`src/rtl/rom_loader.sv`:
```
// rom_loader: streams a length-prefixed little-endian program image into the instruction ROM and holds the core in reset until it has loaded.
// Define ROM_LOADER_CHECKSUM_EN to require a trailing 8-bit sum-of-data-bytes check before release.
module rom_loader #(
  parameter int ADDR_W = 12,
  parameter int unsigned BASE_ADDR = 0
) (
  input  logic              clk,
  input  logic              rst,
  input  logic [7:0]        byte_i,
  input  logic              byte_valid_i,
  output logic              byte_ready_o,
  input  logic              start_i,
  output logic              rom_we_o,
  output logic [ADDR_W-1:0] rom_waddr_o,
  output logic [31:0]       rom_wdata_o,
  output logic              core_rst_o,
  output logic              done_o,
  output logic              err_o,
  output logic [ADDR_W:0]   words_o
);
`ifdef ROM_LOADER_CHECKSUM_EN
  typedef enum logic [2:0] {LEN, DATA, CKSUM, DONE, ERR} state_t;
  logic [7:0] sum;
`else
  typedef enum logic [2:0] {LEN, DATA, DONE, ERR} state_t;
`endif
  localparam logic [32:0] DEPTH = 33'd1 << ADDR_W;
  state_t state;
  logic [1:0] bcnt;
  logic [31:0] len;
  logic [23:0] sh;
  logic acc;
  logic [31:0] nxt_len, nxt_word;
  assign acc = byte_valid_i & byte_ready_o;
  assign nxt_len = {byte_i, len[31:8]};
  assign nxt_word = {byte_i, sh};
  always_ff @(posedge clk or negedge rst)
    if (!rst) begin
      state <= LEN;
      bcnt <= '0;
      len <= '0;
      sh <= '0;
      byte_ready_o <= 1'b0;
      rom_we_o <= 1'b0;
      rom_waddr_o <= ADDR_W'(BASE_ADDR);
      rom_wdata_o <= '0;
      core_rst_o <= 1'b0;
      done_o <= 1'b0;
      err_o <= 1'b0;
      words_o <= '0;
`ifdef ROM_LOADER_CHECKSUM_EN
      sum <= '0;
`endif
    end else begin
      rom_we_o <= 1'b0;
      case (state)
        LEN: begin
          byte_ready_o <= 1'b1;
          if (acc) begin
            len <= nxt_len;
            bcnt <= bcnt + 2'd1;
            if (bcnt == 2'd3) begin
              if (nxt_len == '0) begin
`ifdef ROM_LOADER_CHECKSUM_EN
                state <= CKSUM;
`else
                state <= DONE;
                byte_ready_o <= 1'b0;
`endif
              end else if ({1'b0, nxt_len} > DEPTH) begin
                state <= ERR;
                err_o <= 1'b1;
                byte_ready_o <= 1'b0;
              end else state <= DATA;
            end
          end
        end
        DATA: if (acc) begin
          sh <= nxt_word[31:8];
          bcnt <= bcnt + 2'd1;
`ifdef ROM_LOADER_CHECKSUM_EN
          sum <= sum + byte_i;
`endif
          if (bcnt == 2'd3) begin
            rom_we_o <= 1'b1;
            rom_wdata_o <= nxt_word;
            rom_waddr_o <= ADDR_W'(BASE_ADDR) + words_o[ADDR_W-1:0];
            words_o <= words_o + 1'b1;
            if (32'(words_o) + 32'd1 == len) begin
`ifdef ROM_LOADER_CHECKSUM_EN
              state <= CKSUM;
`else
              state <= DONE;
              byte_ready_o <= 1'b0;
`endif
            end
          end
        end
`ifdef ROM_LOADER_CHECKSUM_EN
        CKSUM: if (acc) begin
          byte_ready_o <= 1'b0;
          state <= (byte_i == sum) ? DONE : ERR;
          err_o <= (byte_i != sum);
        end
`endif
        DONE, ERR: if (start_i) begin
          state <= LEN;
          byte_ready_o <= 1'b1;
          bcnt <= '0;
          done_o <= 1'b0;
          err_o <= 1'b0;
          core_rst_o <= 1'b0;
          words_o <= '0;
`ifdef ROM_LOADER_CHECKSUM_EN
          sum <= '0;
`endif
        end else if (state == DONE) begin
          done_o <= 1'b1;
          core_rst_o <= 1'b1;
        end
        default: state <= LEN;
      endcase
    end
endmodule
```
`config.mk`:
```
export PLATFORM = sky130hd
export DESIGN_NAME = rom_loader
export DESIGN_NICKNAME = d
export VERILOG_FILES = /design/src/rtl/rom_loader.sv
export SDC_FILE = /design/constraint.sdc
export NUM_CORES = 1
export LEC_CHECK = 0
export CAP_MARGIN = 20
export CORE_ASPECT_RATIO = 0.9
export CORE_MARGIN = 1.5
export CORE_UTILIZATION = 59
export DETAILED_ROUTE_END_ITERATION = 12
export PLACE_DENSITY = 0.85
export SYNTH_ARGS = -nofsm -noshare
export SYNTH_HDL_FRONTEND = slang
export SYNTH_SLANG_ARGS = --single-unit
```
`constraint.sdc`:
```
create_clock -name clk -period 3.3 [get_ports clk]
set_input_delay 0.66 -clock clk [delete_from_list [all_inputs] [get_ports clk]]
set_output_delay 0.66 -clock clk [all_outputs]
set_load 0.02 [all_outputs]
```
==> metrics.md <==
| Metric | Value |
|---|---|
| Synthesis warning total | 0 |
| Final max-slew violation count | 0 |
| Share of layout cells above drive strength 1 | 0.170 |
| Final WL | approximately 13,000 µm |
| Relative slew slack | 0.439 |
| Routed Antenna Nets | 0 |
| CP max-delay cell | or4_1 |
| Post-synthesis adder-cell area fraction | 0.00472 |
| Sequential share of the synthesized area | 0.571 |
| Synth top area cells | dfrtp_1 57%, mux2_2 12%, nand2_1 11% |
| Post-synth top area share | 0.571 |
| Critical Path Start | words_o[2] |
| Mux cell area share after synthesis | 0.117 |
| EDFF count, synth | 0 |
| Largest net degree at the start of global routing | 68 |
| Leak | between 2 and 3 nW |
| Via density | roughly 5.8 |
| Std-Cell Rows | 32 |
| GRT overflow | 0 |
| Endpoints failing hold | 0 |
| Final Cycle Share | 0.812 |
| Critical Path End Type | register |
| Simple-gate area share of the yosys netlist | 0.182 |
| TritonCTS clock tree | done |
| Clock Latency Late Sink | between 0.5 and 0.6 ns |
| Initial antenna violation count | 0 |
| Hold_buf cts | 0 |
| Slew at the pin with the worst max-slew slack | between 0.8 and 0.9 ns |
| Port bufs | 73 |
| Highest net fanout along the worst path | 12 |
| Clk_skew | approximately 0.0074 ns |
| Post-CTS Resized | 0 |
| Async SR Flop Fraction | 1.00 |
| Largest family of logic cells by synthesized area | simple AND/OR/NAND/NOR gates |
| Outcome | finished, final reports clean |
| Data required time of the worst path | 3.71 ns |
| Initial Util | 0.613 |
| Setup TNS | 0 ns |
| Crit path cell chain | nand3_1 -> or4_1 -> a32oi_1 -> and4b_1 -> o2111ai_1 -> o21ai_0 |
| Synth cell types | 47 |
| I/O pin cnt | 74 |
| Compound-Gate Fraction of Synth Area | 0.0673 |
| Hpwl dp | 7840 µm |
| Die Span Y | 92.9 µm |
| H-Tree Depth | 4 |
| Unrepaired setup endpoints after global routing | no |
| Postcts setup bufs | 0 |
| TritonCTS buffer count | 17 |
| Syn Nets | 519 |
| Layout area overhead | 26.4% |
| Slowest stage delay, CP | 0.66 ns |
| Setup violators final | 0 |
| WP data arrival | about 3.1 ns |
| Power per Cell Area | around 950 nW/µm² |
| Mean post-synth cell area | around 10 µm² |
| Maximum capacitance violations | 0 |
| Via count | around 4.1k |
| Max Root-Sink Buffers | 2 |
| DP Cell Count | 675 |
| Fmax | ~370 MHz |
| Util after Layout | 0.775 |
| CP Class | reg2reg |
| Chip width | between 100 and 150 µm |
| Initial DRC Count | between 300 and 400 |
| CP Launch Type | register |
| Vias in the first global route | 4,193 |
| R2r startpoint | words_o[2] |
| Diodes inserted | 0 |
| Post-synthesis sequential element count | about 120 |
| Synth Area in XOR/XNOR | 0.0264 |
| Final nets | roughly 590 |
| CTS sink cnt | around 120 |
| First-pass GRT wire length | between 20,000 and 25,000 µm |
| Netlist Area Pre-Place | approximately 5300 µm² |
| Placeable core area | 8650 µm² |
| Fillers | 562 |
| Top_reg_cell synth | dfrtp_1 |
| RD Place Congestion | between 0.9 and 1 |
| Avg WL per Cell | around 18 µm |
| Worst ir drop on vdd | 0.555 mV |
| Hold/Removal Path Class | in2async |
| Syn Inst Count | approximately 510 |
| Die area | 9560 µm² |
| Post-synth top area cell | dfrtp_1 |
| Drc violations | 0 |
| Min Tclk post-route | 2.68 ns |
| Post-Layout Cell Count | approximately 710 |
| Area of the multi-input gates | between 2000 and 2500 µm² |
| First-pass DRT Iterations | 5 |
| Root Driver | clkbuf_8 |
| Register area | slightly above 3000 µm² |
| GRT Overall Usage | 0.299 |
| Clock-pin slew on the worst setup and hold paths | around 0.060 ns |
## worst paths after layout
check / endpoint / slack (ns) / cells after the start
setup / recovery: state[1] / 0.62 / 6
hold / removal: rom_wdata_o[1] / 0.23 / 1
setup reg to reg: state[1] / 0.62 / 6
hold reg to reg: rom_wdata_o[2] / 0.47 / 2
max in group asynchronous: len[25] / 2.21 / 2
min in group clk: rom_wdata_o[2] / 0.47 / 2
## cells in the mapped netlist (2+ instances only)
master,n
a21oi_1,10
o21ai_0,23
nor3_1,3
mux2_2,55
o31ai_1,6
xnor2_1,11
nand3_1,8
or4_1,2
inv_1,5
a31oi_1,3
buf_2,6
and3b_1,2
xor2_1,5
nand2_1,161
ha_1,2
nor2_1,15
nor4_2,2
buf_4,5
or3_1,4
a31o_1,2
dfrtp_1,121
o211ai_1,2
clkbuf_1,16
nor2b_1,4
nand3b_1,2
nor4_1,9
## per-layer routing
metal,routed length [µm],track usage,up-vias
met5,0,0,-
met4,397,0.137,0
met3,888,0.0657,47
met2,6400,0.476,212
met1,5290,0.389,2008
li1,-,-,1858
## power by group
| group | internal [mW] | switching (mW) |
|---|---|---|
| clock network | 1.21 | 0.676 |
| logic | 0.988 | 0.940 |
| registers | 2.06 | 0.516 |
## metrics by stage
step                power, mW  hold slack, ns  setup WS, ns  instance area (µm²)
CTS                      6.39           0.269         0.680                 6700
global route             6.67           0.308         0.466                 6700
global placement         4.34           0.448         0.820                 6100
detailed placement       4.43           0.450         0.710                 6100
finish                   6.39           0.229         0.619                 6700
floorplan                3.66           0.364          1.09                 5300
## registers in the layout, summed over array words and instances, names as in the netlist
register and count:
len 32, rom_wdata_o 32, sh 24, words_o 13
rom_waddr_o 12, bcnt 2, state 2, byte_ready_o 1
done_o 1, err_o 1, rom_we_o 1
## logic make-up (layout without fill, tap and decap cells)
group                      after synthesis  count (layout)
AOI/OAI and AO/OA                       57              57
xor gates and xnor gates                16              16
adders and majority gates                2               2
buffers and inverters                   35             118
DFF                                    121             121
muxes                                   55              55
and+or+nand+nor                        219             219
## critical path, delay by kind of cell (launching register included)
family | cells | cell delay (ns)
compound gates | 3 | 0.78
flops | 1 | 0.48
simple gates | 3 | 1.32
## final cells by class
class	instances	share of cell area
inverters	6	0.00336
well taps	119	0.0222
flip-flops and latches	121	0.452
multi-input cells	349	0.316
repair buffers	80	0.117
clock inverters	11	0.0215
clock buffers	21	0.0685
## cells in the final DEF (no fill, tap or decap), types with 2 or more instances in the layout
| master | n |
|---|---|
| nand2_1 | 161 |
| dfrtp_1 | 121 |
| clkdlybuf4s50_1 | 72 |
| mux2_2 | 55 |
| o21ai_0 | 23 |
| clkbuf_16 | 16 |
| nor2_1 | 15 |
| xnor2_1 | 11 |
| a21oi_1 | 10 |
| nor4_1 | 9 |
| buf_4 | 8 |
| nand3_1 | 7 |
| o31ai_1 | 6 |
| inv_1 | 5 |
| xor2_1 | 5 |
| nor2b_1 | 4 |
| or3_1 | 4 |
| clkbuf_8 | 4 |
| clkinvlp_4 | 4 |
| nor3_1 | 3 |
| a31oi_1 | 3 |
| bufinv_16 | 3 |
| clkinv_2 | 3 |
| and3b_1 | 2 |
| nor4_2 | 2 |
| or4_1 | 2 |
| o211ai_1 | 2 |
| nand3b_1 | 2 |
| a31o_1 | 2 |
| ha_1 | 2 |
No activity file was read; power rests on OpenSTA's default activity.
